$ cat src/rtl/key_conditioner_pkg.sv
`default_nettype none
// +--------------------------------------------------------------------+
// | mini_src_pkg: shared debounce state encoding and default constants  |
// | Rev 1.0                                                             |
// +--------------------------------------------------------------------+
package mini_src_pkg;

    localparam logic [1:0] C_ST_UP        = 2'd0;
    localparam logic [1:0] C_ST_WAIT_DOWN = 2'd1;
    localparam logic [1:0] C_ST_DOWN      = 2'd2;
    localparam logic [1:0] C_ST_WAIT_UP   = 2'd3;

    localparam int DEFAULT_DEBOUNCE_CYCLES = 500_000;

endpackage
`default_nettype wire

$ cat src/rtl/key_debounce_ch.sv
`default_nettype none
// +--------------------------------------------------------------------+
// | key_debounce_ch: one button channel (sync, debounce FSM, pulses)    |
// | Rev 1.0                                                             |
// +--------------------------------------------------------------------+
module key_debounce_ch
    import mini_src_pkg::*;
#(
    parameter int DEBOUNCE_CYCLES = DEFAULT_DEBOUNCE_CYCLES
) (
    input  logic clk,
    input  logic rst,
    input  logic raw_n,
    output logic level,
    output logic press,
    output logic release_pulse
);

    localparam int            CW         = (DEBOUNCE_CYCLES > 1) ? $clog2(DEBOUNCE_CYCLES) : 1;
    localparam logic [CW-1:0] C_CNT_LAST = CW'(DEBOUNCE_CYCLES - 1);

    logic          r_sync1;
    logic          r_sync2;
    logic [1:0]    r_state;
    logic [CW-1:0] r_cnt;
    logic          r_level;
    logic          r_press;
    logic          r_release;

    always_ff @(posedge clk) begin
        if (rst) begin
            r_sync1   <= 1'b0;
            r_sync2   <= 1'b0;
            r_state   <= C_ST_UP;
            r_cnt     <= '0;
            r_level   <= 1'b0;
            r_press   <= 1'b0;
            r_release <= 1'b0;
        end else begin
            r_sync1   <= ~raw_n;
            r_sync2   <= r_sync1;
            r_press   <= 1'b0;
            r_release <= 1'b0;
            case (r_state)
                C_ST_UP: begin
                    if (r_sync2) begin
                        r_state <= C_ST_WAIT_DOWN;
                        r_cnt   <= '0;
                    end
                end
                C_ST_WAIT_DOWN: begin
                    // Any released sample aborts the wait without a pulse
                    if (!r_sync2) begin
                        r_state <= C_ST_UP;
                    end else if (r_cnt == C_CNT_LAST) begin
                        r_state <= C_ST_DOWN;
                        r_level <= 1'b1;
                        r_press <= 1'b1;
                    end else begin
                        r_cnt <= r_cnt + 1'b1;
                    end
                end
                C_ST_DOWN: begin
                    if (!r_sync2) begin
                        r_state <= C_ST_WAIT_UP;
                        r_cnt   <= '0;
                    end
                end
                C_ST_WAIT_UP: begin
                    if (r_sync2) begin
                        r_state <= C_ST_DOWN;
                    end else if (r_cnt == C_CNT_LAST) begin
                        r_state   <= C_ST_UP;
                        r_level   <= 1'b0;
                        r_release <= 1'b1;
                    end else begin
                        r_cnt <= r_cnt + 1'b1;
                    end
                end
                default: r_state <= C_ST_UP;
            endcase
        end
    end

    assign level         = r_level;
    assign press         = r_press;
    assign release_pulse = r_release;

endmodule
`default_nettype wire

$ cat src/rtl/key_conditioner.sv
`default_nettype none
// +--------------------------------------------------------------------+
// | key_conditioner: debounced push-buttons and synchronised switches   |
// | Rev 1.0                                                             |
// +--------------------------------------------------------------------+
module key_conditioner
    import mini_src_pkg::*;
#(
    parameter int WIDTH           = 2,
    parameter int DEBOUNCE_CYCLES = DEFAULT_DEBOUNCE_CYCLES
) (
    input  logic             CLOCK_50,
    input  logic             reset,
    input  logic [WIDTH-1:0] raw_n,
    input  logic [7:0]       sw_in,
    output logic [WIDTH-1:0] level,
    output logic [WIDTH-1:0] press,
    output logic [WIDTH-1:0] release_pulse,
    output logic [7:0]       sw_sync
);

    logic [7:0] r_sw_meta;
    logic [7:0] r_sw_sync;

    generate
        for (genvar i = 0; i < WIDTH; i++) begin : g_ch
            key_debounce_ch #(
                .DEBOUNCE_CYCLES(DEBOUNCE_CYCLES)
            ) u_ch (
                .clk          (CLOCK_50),
                .rst          (reset),
                .raw_n        (raw_n[i]),
                .level        (level[i]),
                .press        (press[i]),
                .release_pulse(release_pulse[i])
            );
        end
    endgenerate

    // Switches are levels read by software, so synchronisation alone suffices
    always_ff @(posedge CLOCK_50) begin
        if (reset) begin
            r_sw_meta <= 8'h00;
            r_sw_sync <= 8'h00;
        end else begin
            r_sw_meta <= sw_in;
            r_sw_sync <= r_sw_meta;
        end
    end

    assign sw_sync = r_sw_sync;

endmodule
`default_nettype wire

$ cat config.mk
export PLATFORM = sky130hd
export DESIGN_NAME = key_conditioner
export DESIGN_NICKNAME = d
export VERILOG_FILES = /design/src/rtl/key_conditioner_pkg.sv /design/src/rtl/key_debounce_ch.sv /design/src/rtl/key_conditioner.sv
export SDC_FILE = /design/constraint.sdc
export NUM_CORES = 1
export LEC_CHECK = 0
export BUFFER_PORTS_ARGS = -buffer_cell sky130_fd_sc_hd__buf_2
export CAP_MARGIN = 20
export CORE_MARGIN = 5
export CORE_UTILIZATION = 35
export DETAILED_ROUTE_END_ITERATION = 10
export PLACE_DENSITY_LB_ADDON = 0.25
export SLEW_MARGIN = 25
export SYNTH_ARGS = -nofsm -noshare
export SYNTH_HDL_FRONTEND = slang
export SYNTH_SLANG_ARGS = --single-unit
$ cat constraint.sdc
create_clock -name CLOCK_50 -period 2.1 [get_ports CLOCK_50]
set_input_delay 0.21 -clock CLOCK_50 [delete_from_list [all_inputs] [get_ports CLOCK_50]]
set_output_delay 0.21 -clock CLOCK_50 [all_outputs]
set_load 0.01 [all_outputs]
==> impl_metrics.ini, run 1 <==
[sta]
postLayoutSetupSlackWorst_ns = 0.0738
setup_clock_skew_after_layout_ns = 0.0125
timing.final.crit_share_pct = 96.5
fin_crit_ns = 2.03
fmax_mhz = 494
slew_viol_final = 0
tightestPinTransition_ns = 0.733
report.final.hold_viol_count = 0
slew_headroom_pct = 51.1
setup_violations = 0

[cells_and_area]
mostFrequentLayoutCells = sky130_fd_sc_hd__dfxtp_1, sky130_fd_sc_hd__nand2_1, sky130_fd_sc_hd__a21oi_1, sky130_fd_sc_hd__buf_2, sky130_fd_sc_hd__nor2b_1
post_route_cells_drive_above_1_share_pct = 18.9
nNetsFinal = 379
final_core_area_utilization_pct = 42.8
fillers = 783
final_common_cell = sky130_fd_sc_hd__dfxtp_1
antennaDiodeCount = 0
postLayoutCellArea_sq_um = 3500
area_growth_pct = 19.6
final-instance-count-excl-fill = 475

[yosys]
netlist_top_cells_area = sky130_fd_sc_hd__dfxtp_1, sky130_fd_sc_hd__a21oi_1, sky130_fd_sc_hd__nor2b_1
syn-mean-instance-area_sq_um = 8.89
yosysUniqueCellTypes = 46
synth_top_cell_area_share_pct = 46.5
netlist_area_sq_um = 2930
synth.yosys.seq_area_share_pct = 46.5
async_flop_share_pct = 0
ys.warnings.count = 0
yosys.area.top_type = sky130_fd_sc_hd__dfxtp_1
synth_edf_count = 0
synth_cells = 329
yosys_register_bits = 68
flip_flop_cell_with_the_highest_count_after_synthesis = sky130_fd_sc_hd__dfxtp_1
mappedNetlistNets = 343

[global_route]
first_global_vias = 2268
groute.usage.overall_pct = 12.8
total_gr_overflow = 0
global_routing_met1_resource_utilization_pct = 18.3
grt_start_max_net_pins = 43
globalRouteMet3Util_pct = 2.62
wire_length_of_the_first_global_routing_pass_um = 10500
antenna_found_initial = 0
grt.busiest_layer = met2
met2_track_demand_over_resource_pct = 18.4

[floorplan]
die_width_um = 101
initial_core_util_pct = 35.8
chipHeight_um = 101
die_area_sq_um = 10300
num_rows = 33
core_area_sq_um = 8180
floorplan.io_pins = 26

[clock_tree]
clk_path_buf_depth = 2
path_clk_slew_ns = 0.08
tritoncts.num_buffers = 9
clock_tree_from_tritoncts = yes
clock_insertion_delay_worst_skew_ns = 0.34
cts.sink_count = 68
cts.htree.levels = 3
clock_tree.root_cell = sky130_fd_sc_hd__clkbuf_8

[place]
placement.setup.worst_slack_ns = 0.0882
postPlaceCellArea_sq_um = 3210
io_buffer_count = 25
post-place-cells = 457
gp_congestion = 0.778
dp_hpwl_um = 4280

[critical_path]
start_kind = register
worstSetupEndpointType = register
cp_max_fo = 4
worst-endpoint-arrival_ns = 2.30
path_class = reg -> reg
cp_data_required_time_ns = 2.37

[route]
drt.antenna.violating_nets = 0
routed-via-count = 2492
first_drt_pass_iteration_count = 4
wirelength_um = 6210
viasPerCell = 5.25
dr_drc_count = 0
detailedRoute.firstIterationViolations = 117
post_drt_wl_per_cell_um = 13.1

[status]
result_of_the_run = finished, final reports clean

[power_and_ir_drop]
worst_ir_drop_vdd_mv = 0.327
p_per_cell_area_nw_per_um2 = 784
total_leakage_power_nw = 1.18

[run]
maxCapViolCount = 0

[worst_hold_path]
timing.hold.worst.class = in -> reg
-- logic make-up (layout without fill, tap and decap cells) --
group | after synthesis | in the layout | synth area share, %
and+or+nand+nor | 135 | 135 | 26.8
AOI/OAI and AO/OA | 72 | 72 | 15.1
DFF | 68 | 68 | 46.5
buffers and inverters | 35 | 76 | 5.26
xor gates and xnor gates | 11 | 11 | 3.29
muxes | 6 | 6 | 2.10
adders and majority gates | 2 | 2 | 0.855
-- synthesized netlist by cell type, types with 2 or more instances --
cell type / count
sky130_fd_sc_hd__a211oi_1: 2
sky130_fd_sc_hd__a21o_1: 2
sky130_fd_sc_hd__a21oi_1: 26
sky130_fd_sc_hd__a31oi_1: 3
sky130_fd_sc_hd__and2_1: 2
sky130_fd_sc_hd__and3_1: 2
sky130_fd_sc_hd__and4_1: 3
sky130_fd_sc_hd__buf_4: 6
sky130_fd_sc_hd__clkbuf_1: 12
sky130_fd_sc_hd__dfxtp_1: 68
sky130_fd_sc_hd__ha_1: 2
sky130_fd_sc_hd__inv_1: 16
sky130_fd_sc_hd__mux2i_1: 5
sky130_fd_sc_hd__nand2_1: 26
sky130_fd_sc_hd__nand3_1: 13
sky130_fd_sc_hd__nand3b_1: 2
sky130_fd_sc_hd__nand4_1: 9
sky130_fd_sc_hd__nor2_1: 10
sky130_fd_sc_hd__nor2b_1: 19
sky130_fd_sc_hd__nor3_1: 6
sky130_fd_sc_hd__nor4_1: 11
sky130_fd_sc_hd__nor4b_1: 3
sky130_fd_sc_hd__o21ai_0: 16
sky130_fd_sc_hd__o21ai_1: 2
sky130_fd_sc_hd__o31ai_1: 7
sky130_fd_sc_hd__o32ai_1: 8
sky130_fd_sc_hd__or3_1: 12
sky130_fd_sc_hd__or4_1: 8
sky130_fd_sc_hd__or4b_2: 2
sky130_fd_sc_hd__xnor2_1: 8
sky130_fd_sc_hd__xor2_1: 3
-- critical path: stages (launching register included) --
cell and delay [ns]:
sky130_fd_sc_hd__dfxtp_1 0.31, sky130_fd_sc_hd__or4b_1 0.57, sky130_fd_sc_hd__or4_4 0.51, sky130_fd_sc_hd__or4_1 0.40, sky130_fd_sc_hd__a31oi_1 0.16
-- flip-flops by register name, summed over array words and instances, names as in the netlist, named ones only --
| register | flops |
|---|---|
| g_ch.u_ch.level | 2 |
| r_sw_meta | 8 |
| g_ch.u_ch.r_sync2 | 2 |
| sw_sync | 8 |
| g_ch.u_ch.release_pulse | 2 |
| g_ch.u_ch.r_sync1 | 2 |
| g_ch.u_ch.r_state | 2 |
| g_ch.u_ch.r_cnt | 38 |
| g_ch.u_ch.press | 2 |
-- cell type report --
class	count	area, sq um	share of cell area (%)
Clock inverter	7	123	3.51
Clock buffer	9	124	3.54
Tap cell	105	131	3.76
Sequential cell	68	1360	38.9
Inverter	17	63.8	1.82
Multi-Input combinational cell	226	1430	40.8
Timing Repair Buffer	43	265	7.58
-- stage by stage --
stage,total power [mW],hold WS [ns],setup TNS (ns)
finish,2.74,0.0761,0
global route,2.83,0.0834,-0.0259
CTS,2.77,0.0576,0
detailed placement,1.45,0.371,0
global placement,1.45,0.367,0
floorplan,1.41,0.277,0
-- final timing paths --
kind	endpoint	start	depth (start not counted)	slack [ns]
setup reg to reg	g_ch[0].u_ch.level$_SDFFE_PP0P_	g_ch[0].u_ch.r_cnt[9]$_SDFFE_PP0P_	4	0.07
setup / recovery	g_ch[0].u_ch.level$_SDFFE_PP0P_	g_ch[0].u_ch.r_cnt[9]$_SDFFE_PP0P_	4	0.07
hold reg to reg	sw_sync[0]$_SDFF_PP0_	r_sw_meta[0]$_SDFF_PP0_	1	0.43
hold / removal	r_sw_meta[4]$_SDFF_PP0_	sw_in[4]	2	0.08
-- what timing repair did --
item                                    in CTS  in global routing
hold buffers                                 2                  0
endpoints found under the setup margin       0                  8
resized for setup                            0                  5
endpoints found under the hold margin        2                  0
setup buffers                                0                  0
-- power breakdown --
| part | internal, mW | switching [mW] | total [mW] |
|---|---|---|---|
| Sequential | 1.31 | 0.0111 | 1.32 |
| Clock | 0.794 | 0.524 | 1.32 |
| Combinational | 0.0419 | 0.0598 | 0.102 |
| Total | 2.15 | 0.595 | 2.74 |
-- layer usage --
layer	routed length, um	vias up
met1	3260	1150
li1	-	1282
met3	326	9
met2	2550	51
met4	86	0
met5	0	-
Note: power is estimated with default switching activity, not from simulation.
==> inputs of run 2 (changes only) <==
- CORE_ASPECT_RATIO: default -> 0.7
- CORE_MARGIN: 5 -> 2
==> impl_metrics.ini, run 2 (synthesis results as in run 1) <==
[sta]
setup_clock_skew_after_layout_ns = 0.00557
tightestPinTransition_ns = 0.771
fin_crit_ns = 2.01
rsz0062_at_grt = no
report.final.hold_viol_count = 0
slew_viol_final = 0
postLayoutSetupSlackWorst_ns = 0.0854
slew_headroom_pct = 48.3
fmax_mhz = 496
setup_violations = 0
timing.final.crit_share_pct = 95.9
setup_total_negative_slack_ns = 0

[global_route]
antenna_found_initial = 0
groute.usage.overall_pct = 15.7
first_global_vias = 2238
total_gr_overflow = 0
wire_length_of_the_first_global_routing_pass_um = 11200
grt_start_max_net_pins = 43

[critical_path]
path_class = reg -> reg
reg2reg_setup_slack_ns = 0.09
list_of_cells_traversed_by_the_critical_path = or4b_1, or4_4, or4_1, a31oi_1
cp_max_fo = 4
critical_path.startpoint = g_ch[0].u_ch.r_cnt[9]$_SDFFE_PP0P_
slowest_library_cell_on_the_worst_path = sky130_fd_sc_hd__or4b_1
worst-endpoint-arrival_ns = 2.27
cp_data_required_time_ns = 2.35
start_kind = register
worstSetupEndpointType = register
timing.rr.end = g_ch[0].u_ch.level$_SDFFE_PP0P_
reg2regPathDepth = 4
cp_slowest_stage_delay_ns = 0.56
critical_path.reg2reg.startpoint = g_ch[0].u_ch.r_cnt[9]$_SDFFE_PP0P_
worst_setup_path_endpoint = g_ch[0].u_ch.level$_SDFFE_PP0P_

[clock_tree]
clock_tree_from_tritoncts = yes
path_clk_slew_ns = 0.06
cts.htree.levels = 3
cts_setup_buffers = 0
clk_path_buf_depth = 2
clock_insertion_delay_worst_skew_ns = 0.33
clock_tree.root_cell = sky130_fd_sc_hd__clkbuf_16
cts_hold_repair.buffers = 0
cts.repair.resized = 0
cts.sink_count = 68
tritoncts.num_buffers = 9

[floorplan]
core_area_sq_um = 7970
floorplan.io_pins = 26
die_area_sq_um = 9120
chipHeight_um = 80.5
num_rows = 27
die_width_um = 113
initial_core_util_pct = 36.7

[power_and_ir_drop]
total_leakage_power_nw = 1.21
worst_ir_drop_vdd_mv = 0.403
p_per_cell_area_nw_per_um2 = 877
totalPowerFinal_mw = 3.14

[status]
violations = DRC
result_of_the_run = finished, violations left

[cells_and_area]
final_core_area_utilization_pct = 44.9
top_register = g_ch.u_ch.r_cnt
largest_register_ff_count = 38
area_growth_pct = 22.3
final_common_cell = sky130_fd_sc_hd__dfxtp_1
mostFrequentLayoutCells = sky130_fd_sc_hd__dfxtp_1, sky130_fd_sc_hd__nand2_1, sky130_fd_sc_hd__buf_2
nNetsFinal = 377
post_route_cells_drive_above_1_share_pct = 19.3
antennaDiodeCount = 0

[place]
io_buffer_count = 25
placement.setup.worst_slack_ns = 0.0829
dp_hpwl_um = 4400
gp_congestion = 0.816

[route]
drt.antenna.violating_nets = 0
first_drt_pass_iteration_count = 7
detail_route.wirelength.met1_um = 3650
wirelength_um = 6500
detailedRoute.firstIterationViolations = 199
routed-via-count = 2487
dr_drc_count = 7
post_drt_wl_per_cell_um = 13.9
highest_layer = met4
met2_wirelength_um = 2400
viasPerCell = 5.31
met3_routed_length_um = 393

[worst_hold_path]
timing.hold.worst.class = in -> reg
min_delay_path_depth = 2

[run]
maxCapViolCount = 0
run 2: critical path: cells and delay by family, from the launching register on:
family	cells	cell delay (ns)
flops	1	0.30
compound gates	1	0.16
simple gates	3	1.49
run 2: metrics by stage:
step           hold slack [ns]  area (sq um)  std cells
2_1_floorplan            0.277          2930        329
6_report                0.0325          3580        468
4_1_cts                 0.0220          3550        468
3_5_place_dp             0.371          3210        453
3_3_place_gp             0.373          3210        453
5_1_grt                 0.0371          3580        468
run 2: area by class of cell:
type | instances | area, sq um
Tap cell | 101 | 126
Fill cell | 766 | 4390
Inverter | 17 | 63.8
Timing Repair Buffer | 41 | 245
Multi-Input combinational cell | 226 | 1440
Clock buffer | 9 | 225
Clock inverter | 6 | 114
Sequential cell | 68 | 1360
run 2: power breakdown:
group          switching [mW]  internal [mW]
clock network           0.562           1.15
registers              0.0111           1.31
logic                  0.0610         0.0387
total                   0.634           2.51
run 2: routing by layer:
| layer | GRT usage, % | vias to the layer above |
|---|---|---|
| li1 | - | 1275 |
| met2 | 20.7 | 67 |
| met3 | 5.28 | 4 |
| met5 | 0 | - |
| met1 | 23.3 | 1141 |
| met4 | 5.12 | 0 |
run 2: worst min-delay path by stage:
stage	startpoint	end	slack, ns
after floorplan	raw_n[0]	g_ch[0].u_ch.r_sync1$_SDFF_PP0_	0.28
after global placement	raw_n[1]	g_ch[1].u_ch.r_sync1$_SDFF_PP0_	0.37
after detailed placement	raw_n[1]	g_ch[1].u_ch.r_sync1$_SDFF_PP0_	0.37
after CTS	raw_n[1]	g_ch[1].u_ch.r_sync1$_SDFF_PP0_	0.02
after global routing	raw_n[0]	g_ch[0].u_ch.r_sync1$_SDFF_PP0_	0.04
final	raw_n[1]	g_ch[1].u_ch.r_sync1$_SDFF_PP0_	0.03
